File: config.mk
export PLATFORM = sky130hd
export DESIGN_NAME = mux_arb2
export DESIGN_NICKNAME = d
export VERILOG_FILES = /design/src/rtl/mux_arb2_pkg.sv /design/src/rtl/mux_arb2_hold_counter.sv /design/src/rtl/mux_arb2.sv
export SDC_FILE = /design/constraint.sdc
export NUM_CORES = 1
export LEC_CHECK = 0
export CAP_MARGIN = 15
export CORE_AREA = 4 4 41 43
export CTS_BUF_LIST = sky130_fd_sc_hd__clkbuf_4 sky130_fd_sc_hd__clkbuf_8
export CTS_CLUSTER_SIZE = 16
export DETAILED_ROUTE_END_ITERATION = 12
export DIE_AREA = 0 0 45 47
export PLACE_DENSITY = 0.59
export SYNTH_ARGS = -nofsm -noshare
export SYNTH_HDL_FRONTEND = slang
export SYNTH_SLANG_ARGS = --single-unit
export TNS_END_PERCENT = 20
File: constraint.sdc
create_clock -name clk -period 3.45 [get_ports clk]
set_clock_uncertainty 0.1 [all_clocks]
set_input_delay 0.345 -clock clk [delete_from_list [all_inputs] [get_ports clk]]
set_output_delay 0.345 -clock clk [all_outputs]
set_load 0.02 [all_outputs]
File: src/rtl/mux_arb2_pkg.sv
// Shared types and constants for the mux_arb2 round-robin arbiter.
package mux_arb2_pkg;

  typedef enum logic [1:0] {
    IDLE  = 2'd0,
    GRANT = 2'd1,
    TURN  = 2'd2
  } state_t;

  localparam logic CH0 = 1'b0;
  localparam logic CH1 = 1'b1;

  // Round-robin pick: a tie goes to the channel that did not win last.
  function automatic logic pick_winner(input logic r0, input logic r1, input logic last_ch);
    if (r0 && r1) begin
      return !last_ch;
    end
    return r1 ? CH1 : CH0;
  endfunction

endpackage

File: src/rtl/mux_arb2_hold_counter.sv
// Grant-length counter; expired flags the final permitted grant cycle.
module hold_counter
  import mux_arb2_pkg::*;
#(
  parameter int unsigned HOLD_CYCLES = 4
) (
  input  logic clk,
  input  logic rst,
  input  logic clr,
  input  logic en,
  input  logic sat,
  output logic expired
);

  localparam int unsigned CW = $clog2(HOLD_CYCLES + 1);

  logic [CW-1:0] cnt;

  assign expired = (cnt == CW'(HOLD_CYCLES - 1));

  // Saturation parks the count on the expiry value while a lock holds the grant.
  always_ff @(posedge clk) begin
    if (rst) begin
      cnt <= '0;
    end else if (clr) begin
      cnt <= '0;
    end else if (en && !(sat && expired)) begin
      cnt <= cnt + CW'(1);
    end
  end

endmodule

File: src/rtl/mux_arb2.sv
// Two-requester round-robin arbiter driving a mux2to1 select line.
// Optional grant extension via `lock` when MUX_ARB2_LOCK_EN is defined.
module mux_arb2
  import mux_arb2_pkg::*;
#(
  parameter int unsigned HOLD_CYCLES = 4
) (
  input  logic clk,
  input  logic rst,
  input  logic req0,
  input  logic req1,
`ifdef MUX_ARB2_LOCK_EN
  input  logic lock,
`endif
  output logic gnt0,
  output logic gnt1,
  output logic sel,
  output logic busy
);

  state_t state, next_state;
  logic   last, last_d;
  logic   gnt0_d, gnt1_d, sel_d;
  logic   cnt_clr, cnt_en, expired;
  logic   lock_i;
  logic   owner_req;
  logic   winner;

`ifdef MUX_ARB2_LOCK_EN
  assign lock_i = lock;
`else
  assign lock_i = 1'b0;
`endif

  hold_counter #(
    .HOLD_CYCLES(HOLD_CYCLES)
  ) u_hold_counter (
    .clk    (clk),
    .rst    (rst),
    .clr    (cnt_clr),
    .en     (cnt_en),
    .sat    (lock_i),
    .expired(expired)
  );

  assign winner    = pick_winner(req0, req1, last);
  assign owner_req = sel ? req1 : req0;

  // Next-state and next-output logic.
  always_comb begin
    next_state = state;
    gnt0_d     = 1'b0;
    gnt1_d     = 1'b0;
    sel_d      = sel;
    last_d     = last;
    cnt_clr    = 1'b0;
    cnt_en     = 1'b0;
    unique case (state)
      IDLE, TURN: begin
        if (req0 || req1) begin
          next_state = GRANT;
          gnt0_d     = (winner == CH0);
          gnt1_d     = (winner == CH1);
          sel_d      = winner;
          last_d     = winner;
          cnt_clr    = 1'b1;
        end else begin
          next_state = IDLE;
        end
      end
      GRANT: begin
        cnt_en = 1'b1;
        if (!owner_req || (expired && !lock_i)) begin
          next_state = TURN;
        end else begin
          gnt0_d = gnt0;
          gnt1_d = gnt1;
        end
      end
      default: next_state = IDLE;
    endcase
  end

  // State and output registers.
  always_ff @(posedge clk) begin
    if (rst) begin
      state <= IDLE;
      gnt0  <= 1'b0;
      gnt1  <= 1'b0;
      sel   <= CH0;
      last  <= CH1;
      busy  <= 1'b0;
    end else begin
      state <= next_state;
      gnt0  <= gnt0_d;
      gnt1  <= gnt1_d;
      sel   <= sel_d;
      last  <= last_d;
      busy  <= (next_state != IDLE);
    end
  end

endmodule

==> flow_metrics.tcl <==
set metrics [dict create \
    status "complete, no violations" \
    syn_area_per_cell_um2 10.2 \
    rsz0062_at_grt "no" \
    start_kind "flip-flop" \
    port_buffers 7 \
    drt-wirelength-per-cell_um 12.0 \
    dr.pass1.iters 4 \
    clkLatencyLatePin_ns 0.26 \
    maxCapViolations 0 \
    synth.distinct_cells 24 \
    cellLeakagePower_uw 0.000206 \
    syn_nets 49 \
    layout.nets 60 \
    async_reset_ff_share_pct 0 \
    hold_violations 0 \
    cpMaxStageDelayCell "clkdlybuf4s50_1" \
    grt_pass1_wl_um 1410 \
    yosysTopAreaCell "dfxtp_1" \
    cts_tree "yes" \
    timing.hold.ws_ns 0.363 \
    peakVddDrop_uv 263 \
    arrival_ns 1.25 \
    netlist_instances 43 \
    vias_per_cell 4.81 \
    min_path_type "reg -> reg" \
    ys_seq_elements 10 \
    syn_area_um2 438 \
    path_cells "clkdlybuf4s50_1" \
    worst_pin_slew_ns 0.320 \
    drc_errors 0 \
    antenna_found_initial 0 \
    critPathMaxStageDelay_ns 0.62 \
    period_share_pct 49.2 \
    cts-hold-fix-buffers 0 \
    fin_setup_tns_ns 0 \
    cts.sinks 10 \
    post-cts-setup-buffers 0 \
    die-area_um2 2120 \
    grt_max_degree 10 \
    start_util_pct 33.7 \
    grt_pass1_vias 348 \
    cts_resized 0 \
    drive_gt1_share_pct 17.0 \
    endpoint_kind "output pin" \
    hpwl_um 589 \
    synth_edf_count 0 \
    rrSetupSlack_ns 2.11 \
    yosysTopAreaCellShare_pct 45.7 \
    num_io_pins 8 \
    cts_root_buf "clkbuf_4" \
    die_x_um 45 \
    critPathTopFamily "buffers and inverters" \
    antenna_left 0 \
    wirelength_um 813 \
    fillers 138 \
    slew_headroom_pct 78.6 \
    num_vias 327 \
    synthFlopType "dfxtp_1" \
    core.rowCount 13 \
    ys_top_cells_by_area "dfxtp_1 46%, ha_1 5.7%, nor2_1 4.3%, a211oi_2 2.9%, nand2b_1 2.9%" \
    required_ns 3.00 \
    ys_seq_area_share_pct 45.7 \
    fmax_ghz 0.589 \
    rr_worst_depth 5 \
    power_density_nw_per_um2 517 \
    syn2layout_area_growth_pct 27.4 \
    clk_pin_slew_ns 0.07 \
    grt_use_total_pct 9.75 \
    holdPathEnd "u_hold_counter.cnt[1]" \
    overflow 0 \
    gp_congestion 0.739 \
    setup_viol 0 \
    yosys_warnings 0 \
    drt-initial-drc-count 7 \
    core_area_um2 1300 \
    cts_buffer_depth 2 \
    min_from "u_hold_counter.cnt[1]" \
    place_area_um2 522 \
    worstReg2RegStart "u_hold_counter.cnt[0]" \
    antenna_cells 0 \
    report.final.slew_viol_count 0 \
    r2r-end "gnt1" \
    fp.dieH_um 47 \
    holdPathStages 2 \
    ctsHtreeMaxLevel 1 \
    cts_buffers 3 \
    final_area_um2 558 \
    crit_type "reg -> out" \
    period_minus_slack_ns 1.70 \
    cp_num_buf_inv 1 \
    crit_fanout 3 \
]
## logic make-up (layout without fill, tap and decap cells)
family	Yosys count	after routing	synth area share, %
flip-flops	10	10	45.7
adder cells (fa/ha/maj)	2	2	5.71
multiplexers	1	1	2.29
XOR/XNOR	1	1	2.00
AO/OA/AOI/OAI	10	10	20.6
AND/OR/NAND/NOR	16	16	20.9
buffers and inverters	3	13	2.86
## layout make-up
class                      count  area [um2]  share of cell area [%]
clock buffer                   4        36.3                    6.50
multi-input combinational     30         225                    40.4
inverter                       2        7.51                    1.35
tap                           15        18.8                    3.36
timing repair buffer           7        70.1                    12.6
sequential                    10         200                    35.9
## worst reg2reg max path: stages, from the launching register on
cell and delay (ns):
dfxtp_1 0.32, ha_1 0.20, ha_1 0.19, nand4bb_1 0.19, o22a_1 0.21, nor2_1 0.08
## power by group
group	switching (uW)	internal, uW	total, uW	leakage, uW
Combinational	24.7	26.1	50.8	0.000103
Clock	40.9	64.1	105	0.0000210
Sequential	7.95	125	133	0.0000823
Total	73.5	215	289	0.000206
## cells in the mapped netlist (2+ instances only)
| library cell | number |
|---|---|
| inv_1 | 2 |
| dfxtp_1 | 10 |
| nand2_1 | 2 |
| nor3_1 | 2 |
| nor2_1 | 5 |
| a21oi_1 | 2 |
| ha_1 | 2 |
| nand2b_1 | 2 |
## state kept, by name, indices dropped and copies added (netlist names)
signal	cells
gnt0	1
last	1
sel	1
u_hold_counter.cnt	3
busy	1
state	2
gnt1	1
## cell usage in the layout, fill, tap and decap left out
cell type / n
a21bo_1: 1
dfxtp_1: 10
o22a_1: 1
clkdlybuf4s50_1: 7
a211oi_2: 1
inv_1: 2
mux2i_1: 1
nor2b_1: 1
a221o_1: 1
o2bb2ai_1: 1
o32ai_1: 1
clkbuf_4: 3
ha_1: 2
clkbuf_8: 1
xnor2_1: 1
nor2_2: 1
a21oi_1: 2
nor2_1: 5
nor3_1: 2
o21bai_2: 1
nand4bb_1: 1
nand2b_1: 2
a32o_1: 1
nand2b_2: 1
nand2_1: 2
and2b_4: 1
## routing by layer
layer	global-route usage (%)	wire length (um)	up-vias
li1	-	-	173
met1	11.5	399	143
met2	13.8	350	11
met3	6.90	63	0
met4	3.51	0	0
met5	0	0	-
## worst max path at each step
stage	startpoint	endpoint	depth (start not counted)
after floorplan	u_hold_counter.cnt[0]	gnt1	5
after global placement	req1	gnt0	4
after detailed placement	req0	gnt0	4
after CTS	sel	sel	1
after global routing	sel	sel	1
final	sel	sel	1
## per-stage QoR
step / instances / power [uW] / util [%] / worst slack, ns
floorplan: 43 / 168 / - / 2.19
global placement: 64 / 187 / 40.1 / 1.86
detailed placement: 64 / 186 / 40.1 / 1.84
CTS: 68 / 295 / 42.9 / 1.73
global route: 68 / 309 / 42.9 / 1.69
finish: 68 / 289 / 42.9 / 1.75
Note: power is estimated with default switching activity, not from simulation.
